===== src/rtl/simon_game_multi.sv =====
// Parametrised Simon memory game: LFSR-drawn pattern, replay/verify rounds, win/lose flags.
// Optional player timeout in WAIT_PLAYER is enabled by defining SIMON_TIMEOUT_EN.
module simon_game_multi #(
  parameter int NUM_CH       = 4,
  parameter int GAME_LIMIT   = 6,
  parameter int CLKS_PER_SEC = 25000000,
  parameter int TIMEOUT_SECS = 3
) (
  input  logic              i_Clk,
  input  logic              i_Rst_L,
  input  logic [NUM_CH-1:0] i_Switch,
  output logic [NUM_CH-1:0] o_LED,
  output logic [7:0]        o_Score,
  output logic              o_Win,
  output logic              o_Lose
);
  localparam int CH_W  = $clog2(NUM_CH);
  // One counter serves both the display period and the (longer) player timeout.
  localparam int TMR_W = $clog2(TIMEOUT_SECS * CLKS_PER_SEC + 1);
  localparam logic [TMR_W-1:0] CLK_LAST = TMR_W'(CLKS_PER_SEC - 1);
`ifdef SIMON_TIMEOUT_EN
  localparam logic [TMR_W-1:0] TO_LAST = TMR_W'(TIMEOUT_SECS * CLKS_PER_SEC - 1);
`endif

  typedef enum logic [2:0] {
    IDLE, START, PAT_OFF, PAT_SHOW, WAIT_PLAYER, INCR, WIN, LOSE
  } state_t;

  state_t            state, state_next;
  logic [21:0]       lfsr;
  logic [NUM_CH-1:0] sw_prev;
  logic [7:0]        score, score_next;
  logic [7:0]        index, index_next;
  logic [TMR_W-1:0]  tmr, tmr_next;
  logic [CH_W-1:0]   pattern  [GAME_LIMIT];
  logic [CH_W-1:0]   pat_load [GAME_LIMIT];
  logic [CH_W-1:0]   cur_ch;
  logic [NUM_CH-1:0] exp_oh;
  logic [NUM_CH-1:0] press;
  logic              press_any;
  logic              start_combo;

  assign press       = i_Switch & ~sw_prev;
  assign press_any   = |press;
  assign start_combo = i_Switch[0] & i_Switch[1];

  // Entry k takes CH_W LFSR bits starting at CH_W*k, wrapping around bit 21.
  for (genvar gi = 0; gi < GAME_LIMIT; gi++) begin : gen_pat_load
    for (genvar gb = 0; gb < CH_W; gb++) begin : gen_bit
      assign pat_load[gi][gb] = lfsr[(CH_W * gi + gb) % 22];
    end
  end

  always_comb begin
    cur_ch = '0;
    for (int k = 0; k < GAME_LIMIT; k++) begin
      if (index == 8'(k)) cur_ch = pattern[k];
    end
    exp_oh         = '0;
    exp_oh[cur_ch] = 1'b1;
  end

  always_ff @(posedge i_Clk or negedge i_Rst_L) begin
    if (!i_Rst_L) begin
      state   <= IDLE;
      lfsr    <= 22'h000001;
      sw_prev <= '0;
      score   <= '0;
      index   <= '0;
      tmr     <= '0;
    end else begin
      state   <= state_next;
      lfsr    <= {lfsr[20:0], ~(lfsr[21] ^ lfsr[20])};
      sw_prev <= i_Switch;
      score   <= score_next;
      index   <= index_next;
      tmr     <= tmr_next;
    end
  end

  always_ff @(posedge i_Clk or negedge i_Rst_L) begin
    if (!i_Rst_L) begin
      for (int k = 0; k < GAME_LIMIT; k++) pattern[k] <= '0;
    end else if (state == START) begin
      for (int k = 0; k < GAME_LIMIT; k++) pattern[k] <= pat_load[k];
    end
  end

  always_comb begin
    state_next = state;
    score_next = score;
    index_next = index;
    tmr_next   = '0;
    case (state)
      IDLE, WIN, LOSE: begin
        if (start_combo) state_next = START;
      end
      START: begin
        score_next = '0;
        index_next = '0;
        state_next = PAT_OFF;
      end
      PAT_OFF: begin
        tmr_next = tmr + 1'b1;
        if (tmr == CLK_LAST) begin
          tmr_next = '0;
          if (index <= score) begin
            state_next = PAT_SHOW;
          end else begin
            index_next = '0;
            state_next = WAIT_PLAYER;
          end
        end
      end
      PAT_SHOW: begin
        tmr_next = tmr + 1'b1;
        if (tmr == CLK_LAST) begin
          tmr_next   = '0;
          index_next = index + 8'd1;
          state_next = PAT_OFF;
        end
      end
      WAIT_PLAYER: begin
        // Multi-edge presses (including the start combo) never equal a one-hot and lose.
        if (press == exp_oh) begin
          if (index == score) state_next = INCR;
          else                index_next = index + 8'd1;
        end else if (press_any) begin
          state_next = LOSE;
        end
`ifdef SIMON_TIMEOUT_EN
        else if (tmr == TO_LAST) begin
          state_next = LOSE;
        end else begin
          tmr_next = tmr + 1'b1;
        end
`endif
      end
      INCR: begin
        score_next = score + 8'd1;
        index_next = '0;
        if (score + 8'd1 == 8'(GAME_LIMIT)) state_next = WIN;
        else                                state_next = PAT_OFF;
      end
      default: state_next = IDLE;
    endcase
  end

  always_comb begin
    o_LED   = '0;
    o_Score = score;
    o_Win   = 1'b0;
    o_Lose  = 1'b0;
    case (state)
      PAT_SHOW:    o_LED = exp_oh;
      WAIT_PLAYER: o_LED = i_Switch;
      WIN: begin
        o_Win   = 1'b1;
        o_Score = 8'(GAME_LIMIT);
        o_LED   = '1;
      end
      LOSE: begin
        o_Lose  = 1'b1;
        o_Score = 8'hFF;
      end
      default: ;
    endcase
  end
endmodule

===== config.mk =====
export PLATFORM = sky130hd
export DESIGN_NAME = simon_game_multi
export DESIGN_NICKNAME = d
export VERILOG_FILES = /design/src/rtl/simon_game_multi.sv
export SDC_FILE = /design/constraint.sdc
export NUM_CORES = 1
export LEC_CHECK = 0
export BUFFER_PORTS_ARGS = -buffer_cell sky130_fd_sc_hd__clkbuf_2
export CAP_MARGIN = 15
export CORE_MARGIN = 3
export CORE_UTILIZATION = 55
export DETAILED_ROUTE_END_ITERATION = 8
export GPL_TIMING_DRIVEN = 0
export PLACE_DENSITY_LB_ADDON = 0.2
export SYNTH_ARGS = -nofsm -noshare
export SYNTH_HDL_FRONTEND = slang
export SYNTH_SLANG_ARGS = --single-unit

===== constraint.sdc =====
create_clock -name i_Clk -period 2.75 [get_ports i_Clk]
set_clock_uncertainty 0.2 [all_clocks]
set_input_delay 0.4125 -clock i_Clk [delete_from_list [all_inputs] [get_ports i_Clk]]
set_output_delay 0.4125 -clock i_Clk [all_outputs]
set_load 0.005 [all_outputs]

* Yosys cells after proc, flatten, opt, wreduce, memory -nomap -nowiden
Index checks and enable logic that the tools add are counted.
Cells by class: reductions and logical operators 11, $lt $le $gt $ge 3, bitwise gates (word level) 5, mux-type cells 30, equal/unequal tests 24, add/sub/neg operators 3
Operators with widths (count):
- $mux W27 | 2
- $mux W8 | 5
- $pmux W8 S2 | 2
- $pmux W8 S4 | 1
- $add A27 B1 Y27 const B | 1
- $eq A27 B25 Y1 const B | 1
- $eq A8 B3 Y1 const B | 3
- $mux W3 | 8
- $pmux W3 S6 | 1
- $add A8 B1 Y8 const B | 2
- $eq A8 B2 Y1 const B | 2
- $eq A3 B3 Y1 const B | 4
- $mux W2 | 6
- $ne A2 B2 Y1 const B | 6
- $pmux W4 S3 | 1
- $eq A8 B1 Y1 const B | 1
- $eq A8 B8 Y1 | 1
- $le A8 B8 Y1 | 1
- $logic_not A8 Y1 | 1
- $eq A3 B2 Y1 const B | 2
- $ne A3 B3 Y1 const B | 2
- $reduce_and A6 Y1 | 1
- $reduce_and A5 Y1 | 1
- $and A4 B4 Y4 | 1
- 17 further kinds | 20
Word-level totals: register bits 84, word-level logic and storage cells 88, output and inout port bits 14, bits of input ports 6

* Depth between registers and ports, before layout
Gate-level depths: netlist (run 1).
depth after elaboration 14, gate-level depth with buffers 10

* Worst setup path before layout (run 1)
OpenSTA, ideal clock, no wires.
path type register to register, from register index[0], to register index[2], stages on the path, launching flop included 10, slack -0.042 ns, arrival time 2.473 ns, library setup time 0.119 ns, cells stage by stage dfrtp_1 > ha_1 > buf_2 > a221oi_1 > a22oi_1 > or4_4 > a21oi_2 > nor4_1 > o31a_1 > o21a_1
On the way: word-level cells in the longest chain between the ends 14, elaborated cells on any way between the ends 29, classes of those cells add/sub: 1; order compare: 3; eq/ne: 10; mux: 12; reduce/logical: 3
RTL lines:
- start: declaration | RTL line 33 | logic [7:0] index, index_next;
- start signal: assignment | RTL line 76 | index <= index_next;
- $logic_not A8 Y1 | RTL line 57 | if (index == 8'(k)) cur_ch = pattern[k];
- $mux W2 (6 in series) | RTL line 57
- $lt A2 B3 Y1 (implied by the code) or $ge A2 B1 Y1 (tied branches) | RTL line 60 | exp_oh[cur_ch] = 1'b1;
- $logic_and A1 B1 Y1 (implied by the code) | RTL line 60
- $mux W1 (implied by the code) | RTL line 60
- $demux W1 S2 | RTL line 60
- $eq A4 B4 Y1 | RTL line 125 | if (press == exp_oh) begin
- $ne A2 B2 Y1 (no line)
- $reduce_and A6 Y1 (no line)
Parallel ways exist; a longest one is shown, timed or not. The select of a mux whose other input is x is not followed. A chain may end at the register's enable or synchronous reset.

* Worst setup path after layout (run 1)
from register index[0], to output port o_LED[2]
On the way: word-level cells in the longest chain between the ends 12, elaborated cells on any way between the ends 18, classes of those cells order compare: 2; eq/ne: 5; mux: 9; reduce/logical: 2
RTL lines:
- $logic_not A8 Y1 | RTL line 57
- $mux W2 (5 in series) | RTL line 57
- $mux W2 (*) | RTL line 57
- $lt A2 B3 Y1 (implied by the code) or $ge A2 B1 Y1 (tied branches) | RTL line 60
- $logic_and A1 B1 Y1 (implied by the code) | RTL line 60
- $mux W1 (implied by the code) | RTL line 60
- $demux W1 S2 (*) | RTL line 60
- $pmux W4 S3 (*) | RTL line 154 | case (state)
- end: declaration | RTL line 12 | output logic [NUM_CH-1:0] o_LED,
Every way passes the cells marked *; elsewhere a longest branch is shown, timed or not.

==> results of run 1 <==
-- Yosys cell counts, drive strengths merged (6+ instances only) --
library cell and n:
a21o 7, nand3b 6, nand2b 7, nand3 17
a21oi 23, or3 8, nand4 10, xor2 13
and3 6, dfrtp 83, nand2 42, xnor2 11
clkbuf 14, nor2 45, mux2 11, o21ai 27
nor2b 10, ha 15, nor3 6, inv 17
-- state kept, by name, summed over array words and instances, names as in the netlist --
register,flops
lfsr,22
state,3
sw_prev,4
tmr,27
score,8
pattern,12
index,8
-- final timing paths --
path	start	endpoint	slack [ns]	cells past startpoint
max	index[0]$_DFFE_PN0P_	o_LED[2]	-0.23	8
min	i_Switch[3]	sw_prev[3]$_DFF_PN0_	0.01	1
max reg2reg	index[0]$_DFFE_PN0P_	state[0]$_DFFE_PN0P_	-0.21	10
min reg2reg	lfsr[12]$_DFF_PN0_	lfsr[13]$_DFF_PN0_	0.15	0
max in group asynchronous	i_Rst_L	tmr[7]$_DFF_PN0_	1.39	3
min in group asynchronous	i_Rst_L	score[4]$_DFFE_PN0P_	0.34	2
-- where the power goes --
group	switching [uW]	internal, uW	total (uW)	leakage, uW
combinational	986	645	1630	0.00100
sequential	114	1350	1470	0.000998
clock	480	340	819	0.0000852
total	1580	2340	3920	0.00208
-- cells by family after synthesis --
| family | synth area share [%] |
|---|---|
| compound gates | 13.3 |
| xor+xnor | 4.96 |
| fa+ha+maj | 4.42 |
| buf+inv | 2.86 |
| flops | 49.6 |
| mux | 3.86 |
| simple gates | 21.0 |
-- repair_timing --
item                       in CTS  in global routing
hold endpoints to repair       28                  0
setup buffers                   9                  5
gates resized for setup        34                 19
hold buffers                    2                  0
setup endpoints to repair      33                 44
pin swaps                      17                  5
-- area by class of cell --
type | instances | area [sq um]
clock buffer | 10 | 128
buffer | 12 | 50.0
sequential | 84 | 2110
tap | 99 | 124
timing repair buffer | 36 | 267
inverter | 17 | 63.8
fill | 577 | 2360
multi-input combinational | 315 | 2230
clock inverter | 6 | 48.8
-- layer usage --
layer	GRT usage, %	vias to the layer above	wire length (um)
li1	-	1606	-
met1	27.8	1630	4060
met2	39.3	80	4770
met3	4.97	20	375
met4	7.82	0	195
met5	0	-	0
-- per-stage QoR --
stage	utilization (%)	cell area, sq um
4_1_cts	66.5	4900
6_report	68.0	5010
2_1_floorplan	-	4260
5_1_grt	68.0	5010
3_5_place_dp	61.1	4500
3_3_place_gp	60.7	4470
==> impl_metrics.json, run 1 <==
{
  "status": "complete, but fails checks",
  "violations": "setup timing",
  "setup_slack_ns": -0.229,
  "powerDensity_nw_per_um2": 782,
  "insertion_delay_ns": 0.36,
  "route.vias.total": 3336,
  "post-dp-hpwl_um": 6470,
  "grt_usage_pct": 22.7,
  "rows": 31,
  "critical_path_arrival_ns": 2.37,
  "root_buffer": "clkbuf_8",
  "io_buffers": 19,
  "crit_path_max_fanout": 7,
  "relSlewSlack_pct": 61.8,
  "antenna_found_initial": 0,
  "critical-path-max-stage-delay_ns": 0.47,
  "instances_no_fill": 579,
  "globalplace.congestion": 0.857,
  "cp_top_family": "compound AO/OA/AOI/OAI gates",
  "start_util_pct": 57.6,
  "period_share_pct": 108,
  "drive_gt1_share_pct": 21.5,
  "finalPower_uw": 3920,
  "cp-end-kind": "output port",
  "grt_pass1_vias": 3343,
  "drc": 0,
  "gr-total-overflow": 0,
  "synth_area_leaders": "dfrtp_1 49%, ha_1 4.4%, nor2_1 3.9%",
  "critPathLaunchType": "flip-flop",
  "n_antenna_cell": 0,
  "cts.sinks": 84,
  "path_cells": "buf_6 -> ha_4 -> nand3b_1 -> a2111oi_2 -> o21a_2 -> nand4b_1 -> o21ai_1 -> clkbuf_2",
  "worst_pin_slew_ns": 0.569,
  "yosys_warnings": 0,
  "dp.cells": 550,
  "grt_start_max_net_pins": 57,
  "yosysTopAreaCellShare_pct": 49.0,
  "synth-seq-cells": 84,
  "rsz0062_at_grt": "true",
  "nNetsFinal": 496,
  "post-place-ws_ns": -0.491,
  "synth_nets": 452,
  "cts_buffers": 9,
  "synth.distinct_cells": 56,
  "syn-instance-count": 431,
  "hold_path_class": "in2reg",
  "final_common_cell": "dfrtp_1",
  "fin_setup_tns_ns": -2.20,
  "wl_per_cell_um": 16.2,
  "async_flop_share_pct": 100,
  "drt_iter0_drc": 228,
  "via_per_inst": 5.76,
  "grt_pass1_wl_um": 15600,
  "coreArea_sq_um": 7370,
  "timing.critical_path.buf_inv": 2,
  "netlist.top_cell.by_area": "dfrtp_1",
  "firstDrtPassIters": 5,
  "clock.fmax_mhz": 336,
  "cts_tree": "built",
  "wirelength_um": 9400,
  "layout_common_cells": "81 x dfrtp_1, 43 x nor2_1, 41 x nand2_1, 22 x o21ai_0, 21 x clkbuf_2",
  "crit_slowest_cell": "dfrtp_2",
  "synth_edf_count": 0,
  "avgSynthCellArea_sq_um": 9.84,
  "peakVddDrop_uv": 382,
  "die_h_um": 93.8,
  "slew_violations": 0,
  "drv_cap": 0,
  "syn_area_sq_um": 4240,
  "setup_viol": 14,
  "area_growth_pct": 18.2,
  "die_area_sq_um": 8800,
  "yosysSeqAreaShare_pct": 49.6,
  "fp.dieW_um": 93.8,
  "cts_htree_levels": 3,
  "ant_nets": 0,
  "hold_ws_ns": 0.0118,
  "clk_pin_slew_ns": 0.09,
  "finalCriticalPeriod_ns": 2.98,
  "finalHoldViolations": 0,
  "clk_path_buf_depth": 2,
  "cp.required_ns": 2.14,
  "crit_type": "reg2out",
  "leakagePower_uw": 0.00208,
  "synthFlopType": "dfrtp_1",
  "ios": 20
}
Note: power is estimated with default switching activity, not from simulation.
==> run 2: changes to the inputs <==
--- a/config.mk
+++ b/config.mk
@@ -5,10 +5,12 @@
 export SDC_FILE = /design/constraint.sdc
 export NUM_CORES = 1
 export LEC_CHECK = 0
+export ABC_AREA = 1
 export BUFFER_PORTS_ARGS = -buffer_cell sky130_fd_sc_hd__clkbuf_2
 export CAP_MARGIN = 15
-export CORE_MARGIN = 3
-export CORE_UTILIZATION = 55
+export CORE_MARGIN = 10
+export CORE_UTILIZATION = 58
+export CTS_BUF_LIST = sky130_fd_sc_hd__clkbuf_4
 export DETAILED_ROUTE_END_ITERATION = 8
 export GPL_TIMING_DRIVEN = 0
 export PLACE_DENSITY_LB_ADDON = 0.2
==> run 2 against run 1 <==
Against the previous run: the flow still finishes with violations (setup timing); wire length increased by 7.7%; sequential share of layout area decreased by 2.3 points; count of clock-buffer cells in the layout is 1 lower; maximum frequency is 3.0% higher; setup slack gained 0.085 ns; design area up 6.1%; sequential cell count stayed put; critical path type unchanged; largest cell class unchanged.
==> impl_metrics.json, run 2 <==
{
  "globalplace.congestion": 0.910,
  "powerDensity_nw_per_um2": 386,
  "synth-seq-cells": 84,
  "n_antenna_cell": 0,
  "worst_pin_slew_ns": 0.647,
  "syn_area_sq_um": 4410,
  "fp.dieW_um": 107,
  "root_buffer": "clkbuf_4",
  "rr_worst_depth": 20,
  "yosys_warnings": 0,
  "cts_htree_levels": 3,
  "cts_tree": "built",
  "rr_startpoint": "index[1]$_DFFE_PN0P_",
  "period_share_pct": 105,
  "ant_nets": 0,
  "synth_edf_count": 0,
  "antenna_found_initial": 0,
  "rsz0062_at_grt": "true",
  "cp.required_ns": 2.14,
  "synth_nets": 530,
  "syn-instance-count": 509,
  "insertion_delay_ns": 0.44,
  "drt_iter0_drc": 168,
  "hold_depth": 0,
  "start_util_pct": 60.2,
  "finalCriticalPeriod_ns": 2.89,
  "cts_buffers": 9,
  "grt_usage_pct": 17.4,
  "r2r_slack_ns": -0.01,
  "critical_path_arrival_ns": 2.28,
  "setup_viol": 5,
  "post-dp-hpwl_um": 6800,
  "slew_violations": 0,
  "grt_pass1_vias": 3688,
  "gr-total-overflow": 0,
  "ios": 20,
  "die_h_um": 107,
  "cts.sinks": 84,
  "synth_common_cells": "87 x nand2_1, 83 x dfrtp_1, 58 x inv_1",
  "critPathLaunchType": "flip-flop",
  "coreArea_sq_um": 7330,
  "grt_pass1_wl_um": 16600,
  "peakVddDrop_uv": 311,
  "yosysSeqAreaShare_pct": 47.7,
  "reg2reg_to": "index[6]$_DFFE_PN0P_",
  "async_flop_share_pct": 100,
  "leakagePower_uw": 0.00238,
  "violations": "setup timing",
  "cp-end-kind": "output port",
  "regArea_sq_um": 2110,
  "layout_common_cells": "76 x dfrtp_1, 74 x nand2_1, 52 x inv_1, 44 x nor2_1, 32 x a21oi_1",
  "reg_top3": "tmr (27), lfsr (22), pattern (12)",
  "avgSynthCellArea_sq_um": 8.67,
  "io_buffers": 19,
  "synth.distinct_cells": 44,
  "synthFlopType": "dfrtp_1",
  "largest_register": "tmr",
  "area_growth_pct": 20.5,
  "yosysTopAreaCellShare_pct": 47.1,
  "grt_start_max_net_pins": 52,
  "fin_util_pct": 72.5,
  "yosysMostFrequentCell": "nand2_1",
  "final_common_cell": "dfrtp_1",
  "wirelength_um": 10100,
  "placed_area_sq_um": 4660,
  "synth_area_leaders": "dfrtp_1 47%, nand2_1 7.4%, inv_1 4.9%",
  "fill_cells": 517,
  "via_per_inst": 5.47,
  "netlist.top_cell.by_area": "dfrtp_1",
  "drive_gt1_share_pct": 30.4,
  "largest_register_ffs": 27,
  "stdcell_area_sq_um": 5320,
  "crit_path_max_fanout": 5,
  "clk_pin_slew_ns": 0.14,
  "drc": 0,
  "firstDrtPassIters": 5,
  "route.vias.total": 3685,
  "hold_path_class": "reg2reg",
  "drv_cap": 0,
  "die_area_sq_um": 11500,
  "nNetsFinal": 591,
  "setup_slack_ns": -0.144,
  "crit_type": "reg2out",
  "rows": 31,
  "hold_ws_ns": 0.169,
  "multi_input_area_sq_um": 2190,
  "min_to": "lfsr[18]$_DFF_PN0_",
  "clock.fmax_mhz": 346,
  "relSlewSlack_pct": 56.7,
  "status": "complete, but fails checks",
  "finalHoldViolations": 0,
  "hp-start": "lfsr[17]$_DFF_PN0_",
  "wl_per_cell_um": 15.0,
  "clk_path_buf_depth": 2
}
run 2: cell types whose count changed after synthesis, sizes merged, moves of 10 or more:
cell	before	now
nor3	6	21
inv	17	75
a21oi	23	34
clkbuf	14	4
nand3	17	27
nor2	45	56
nor2b	10	0
nand2	42	100
run 2: critical path: stages (launching register included):
cell and delay (ns):
dfrtp_1 0.45, inv_2 0.14, ha_4 0.17, inv_2 0.05, nor2_2 0.11, nand3_1 0.10
nand3_1 0.10, nand2_1 0.07, nand2_2 0.09, nand2_2 0.07, nand2_4 0.11, nand3_4 0.10
o221ai_4 0.16, buf_2 0.15
run 2: where the power goes:
group          switching, uW  total, uW  internal [uW]
Clock                    463        751            288
Combinational           42.0       61.1           19.1
Sequential             0.858       1240           1240
Total                    506       2050           1550
run 2: per-stage QoR:
stage               power (uW)  cells  TNS (ns)  setup WS (ns)
global placement          1310    627         0         0.0784
detailed placement        1310    628         0         0.0506
finish                    2050    674    -0.393         -0.144
global route              2130    674     -2.26         -0.263
CTS                       2060    669    -0.232         -0.106
floorplan                 1280    509         0          0.365
run 2: logic make-up (layout without fill, tap and decap cells):
logic type	after synthesis	after routing	synth area share [%]
xor+xnor	12	12	2.38
flops	84	84	47.7
simple gates	231	231	25.9
fa+ha+maj	15	15	4.25
buf+inv	83	149	7.23
compound gates	76	76	10.6
mux	8	8	2.04
run 2: what timing repair did:
| item | 4_1_cts | 5_1_grt |
|---|---|---|
| hold buffers | 5 | 0 |
| buffers inserted | 20 | 4 |
| gates resized for setup | 29 | 49 |
| cloned | 0 | 1 |
| endpoints found under the setup margin | 4 | 29 |
| pin swaps | 14 | 17 |
| hold endpoints to repair | 37 | 0 |
run 2: how the worst max path moves through the flow:
stage	start	end	slack, ns	depth (start not counted)
floorplan	index[0]$_DFFE_PN0P_	index[5]$_DFFE_PN0P_	0.37	18
global placement	tmr[0]$_DFF_PN0_	tmr[17]$_DFF_PN0_	0.08	9
detailed placement	tmr[0]$_DFF_PN0_	tmr[17]$_DFF_PN0_	0.05	9
CTS	index[0]$_DFFE_PN0P_	o_LED[3]	-0.11	13
global route	index[1]$_DFFE_PN0P_	o_LED[3]	-0.26	13
finish	index[1]$_DFFE_PN0P_	o_LED[3]	-0.14	13
run 2: per-layer routing:
metal  track usage (%)  part of all wire (%)  up-vias
li1                  -                     -     1807
met1              22.4                    44     1768
met2              28.7                    50       93
met3              3.89                   4.7       17
met4              4.84                   1.3        0
met5                 0                     0        -
run 2: layout make-up:
cell class | count | area share, %
inverters | 78 | 5.60
plain buffers | 5 | 0.682
repair buffers | 50 | 7.65
flip-flops and latches | 84 | 39.7
clock buffers | 9 | 1.27
well taps | 99 | 2.33
clock inverters | 7 | 1.51
multi-input cells | 342 | 41.2
==> run 3: changes to the inputs <==
--- a/config.mk
+++ b/config.mk
@@ -13,7 +13,9 @@
 export CTS_BUF_LIST = sky130_fd_sc_hd__clkbuf_4
 export DETAILED_ROUTE_END_ITERATION = 8
 export GPL_TIMING_DRIVEN = 0
+export MAX_ROUTING_LAYER = met4
 export PLACE_DENSITY_LB_ADDON = 0.2
+export SETUP_SLACK_MARGIN = 0.3
 export SYNTH_ARGS = -nofsm -noshare
 export SYNTH_HDL_FRONTEND = slang
 export SYNTH_SLANG_ARGS = --single-unit
==> run 3 against run 2 <==
Against the previous run: global-route usage increased by 0.87 points; first-iteration DRC count increased by 22%; the flow still finishes with violations (setup timing); register-to-register slack about the same; sequential power about the same; final cell count increased by 0.89%; clock power about the same; setup slack improved by 0.013 ns; critical path depth increased by 1; maximum frequency increased by 0.44%; combinational power increased by 5.9%; highest routed layer unchanged; non-clock buffer count increased by 6.
==> impl_metrics.json, run 3 (synthesis gave the netlist of run 2 again) <==
{
  "finalPower_uw": 2050,
  "ios": 20,
  "relSlewSlack_pct": 65.9,
  "firstDrtPassIters": 5,
  "clk_path_buf_depth": 2,
  "hold_path_class": "reg2reg",
  "largest_register_ffs": 27,
  "critPathLaunchType": "flip-flop",
  "wirelength_um": 10400,
  "drt_iter0_drc": 205,
  "root_buffer": "clkbuf_4",
  "antenna_found_initial": 0,
  "die_h_um": 107,
  "post-dp-hpwl_um": 6800,
  "cts_buffers": 9,
  "hold_ws_ns": 0.171,
  "status": "complete, but fails checks",
  "cp.required_ns": 2.14,
  "clk_pin_slew_ns": 0.15,
  "largest_register": "tmr",
  "wl_per_cell_um": 15.3,
  "setup_viol": 7,
  "reg_top3": "tmr (27), lfsr (22), pattern (12)",
  "grt_pass1_vias": 3687,
  "insertion_delay_ns": 0.43,
  "layout_common_cells": "75 x dfrtp_1, 72 x nand2_1, 51 x inv_1, 42 x nor2_1, 30 x a21oi_1",
  "violations": "setup timing",
  "nNetsFinal": 597,
  "finalCriticalPeriod_ns": 2.88,
  "drv_cap": 0,
  "grt_start_max_net_pins": 52,
  "hold_depth": 0,
  "fp.dieW_um": 107,
  "cts_htree_levels": 3,
  "rows": 31,
  "powerDensity_nw_per_um2": 375,
  "rsz0062_at_grt": "true",
  "rr_worst_depth": 21,
  "drc": 0,
  "grt_usage_pct": 18.3,
  "critical_path_arrival_ns": 2.27,
  "die_area_sq_um": 11500,
  "start_util_pct": 60.2,
  "gr-total-overflow": 0,
  "crit_type": "reg2out",
  "ant_nets": 0,
  "io_buffers": 19,
  "placed_area_sq_um": 4660,
  "final_common_cell": "dfrtp_1",
  "route.vias.total": 3779,
  "leakagePower_uw": 0.00245,
  "globalplace.congestion": 0.925,
  "finalHoldViolations": 0,
  "crit_path_max_fanout": 5,
  "period_share_pct": 105,
  "peakVddDrop_uv": 313,
  "setup_slack_ns": -0.131,
  "grt_pass1_wl_um": 16800,
  "stdcell_area_sq_um": 5470,
  "cp-end-kind": "output port",
  "cts_tree": "built",
  "n_antenna_cell": 0,
  "cts.sinks": 84,
  "clock.fmax_mhz": 347,
  "fill_cells": 492,
  "area_growth_pct": 23.9,
  "drive_gt1_share_pct": 33.9,
  "via_per_inst": 5.56,
  "slew_violations": 0,
  "coreArea_sq_um": 7330,
  "worst_pin_slew_ns": 0.506
}
-- run 3: area by class of cell --
type | count | area [sq um] | area share (%)
Timing Repair Buffer | 56 | 462 | 8.44
Sequential cell | 84 | 2110 | 38.6
Clock buffer | 9 | 67.6 | 1.24
Inverter | 78 | 302 | 5.51
Multi-Input combinational cell | 342 | 2280 | 41.8
Buffer | 5 | 35.0 | 0.641
Clock inverter | 7 | 80.1 | 1.46
Tap cell | 99 | 124 | 2.27
-- run 3: per-layer routing --
layer,vias up,wire [um],track usage [%]
met5,-,0,-
met4,0,139,4.45
met3,15,407,3.59
met2,83,5240,29.6
met1,1858,4610,23.0
li1,1823,-,-
-- run 3: timing repair --
item / CTS / global route
resized for setup: 39 / 64
endpoints found under the hold margin: 37 / 0
endpoints found under the setup margin: 29 / 39
pin swaps: 16 / 27
buffers inserted: 23 / 7
cloned: 1 / 0
hold buffers: 5 / 0
-- run 3: per-stage QoR --
step	setup WS [ns]	util, %	cells	TNS (ns)
2_1_floorplan	0.365	-	509	0
3_3_place_gp	0.0784	63.2	627	0
3_5_place_dp	0.0506	63.6	628	0
4_1_cts	-0.106	71.2	673	-0.383
5_1_grt	-0.317	74.6	680	-3.06
6_report	-0.131	74.6	680	-0.522
-- run 3: final timing paths --
| check | from | slack, ns | to |
|---|---|---|---|
| min in group asynchronous | i_Rst_L | 0.30 | score[7]$_DFFE_PN0P_ |
| worst max register to register | index[0]$_DFFE_PN0P_ | -0.02 | state[1]$_DFFE_PN0P_ |
| worst max-delay path | index[0]$_DFFE_PN0P_ | -0.13 | o_LED[3] |
| worst min-delay path | lfsr[17]$_DFF_PN0_ | 0.17 | lfsr[18]$_DFF_PN0_ |
| worst min register to register | lfsr[17]$_DFF_PN0_ | 0.17 | lfsr[18]$_DFF_PN0_ |
| max in group asynchronous | i_Rst_L | 1.40 | lfsr[0]$_DFF_PN1_ |
-- run 3: critical path: stages, from the launching register on --
cell,delay [ns]
dfrtp_2,0.48
inv_4,0.10
buf_6,0.10
ha_4,0.13
nand2_4,0.05
nor2_4,0.15
inv_2,0.05
nand3_2,0.08
nand2_2,0.05
nand2_2,0.08
nand2_2,0.07
nand2_4,0.11
nand3_4,0.08
o221ai_2,0.16
buf_2,0.15
-- run 3: power breakdown --
group          switching [uW]  internal [uW]
logic                    42.7           22.1
registers               0.879           1240
clock network             461            288
total                     504           1550
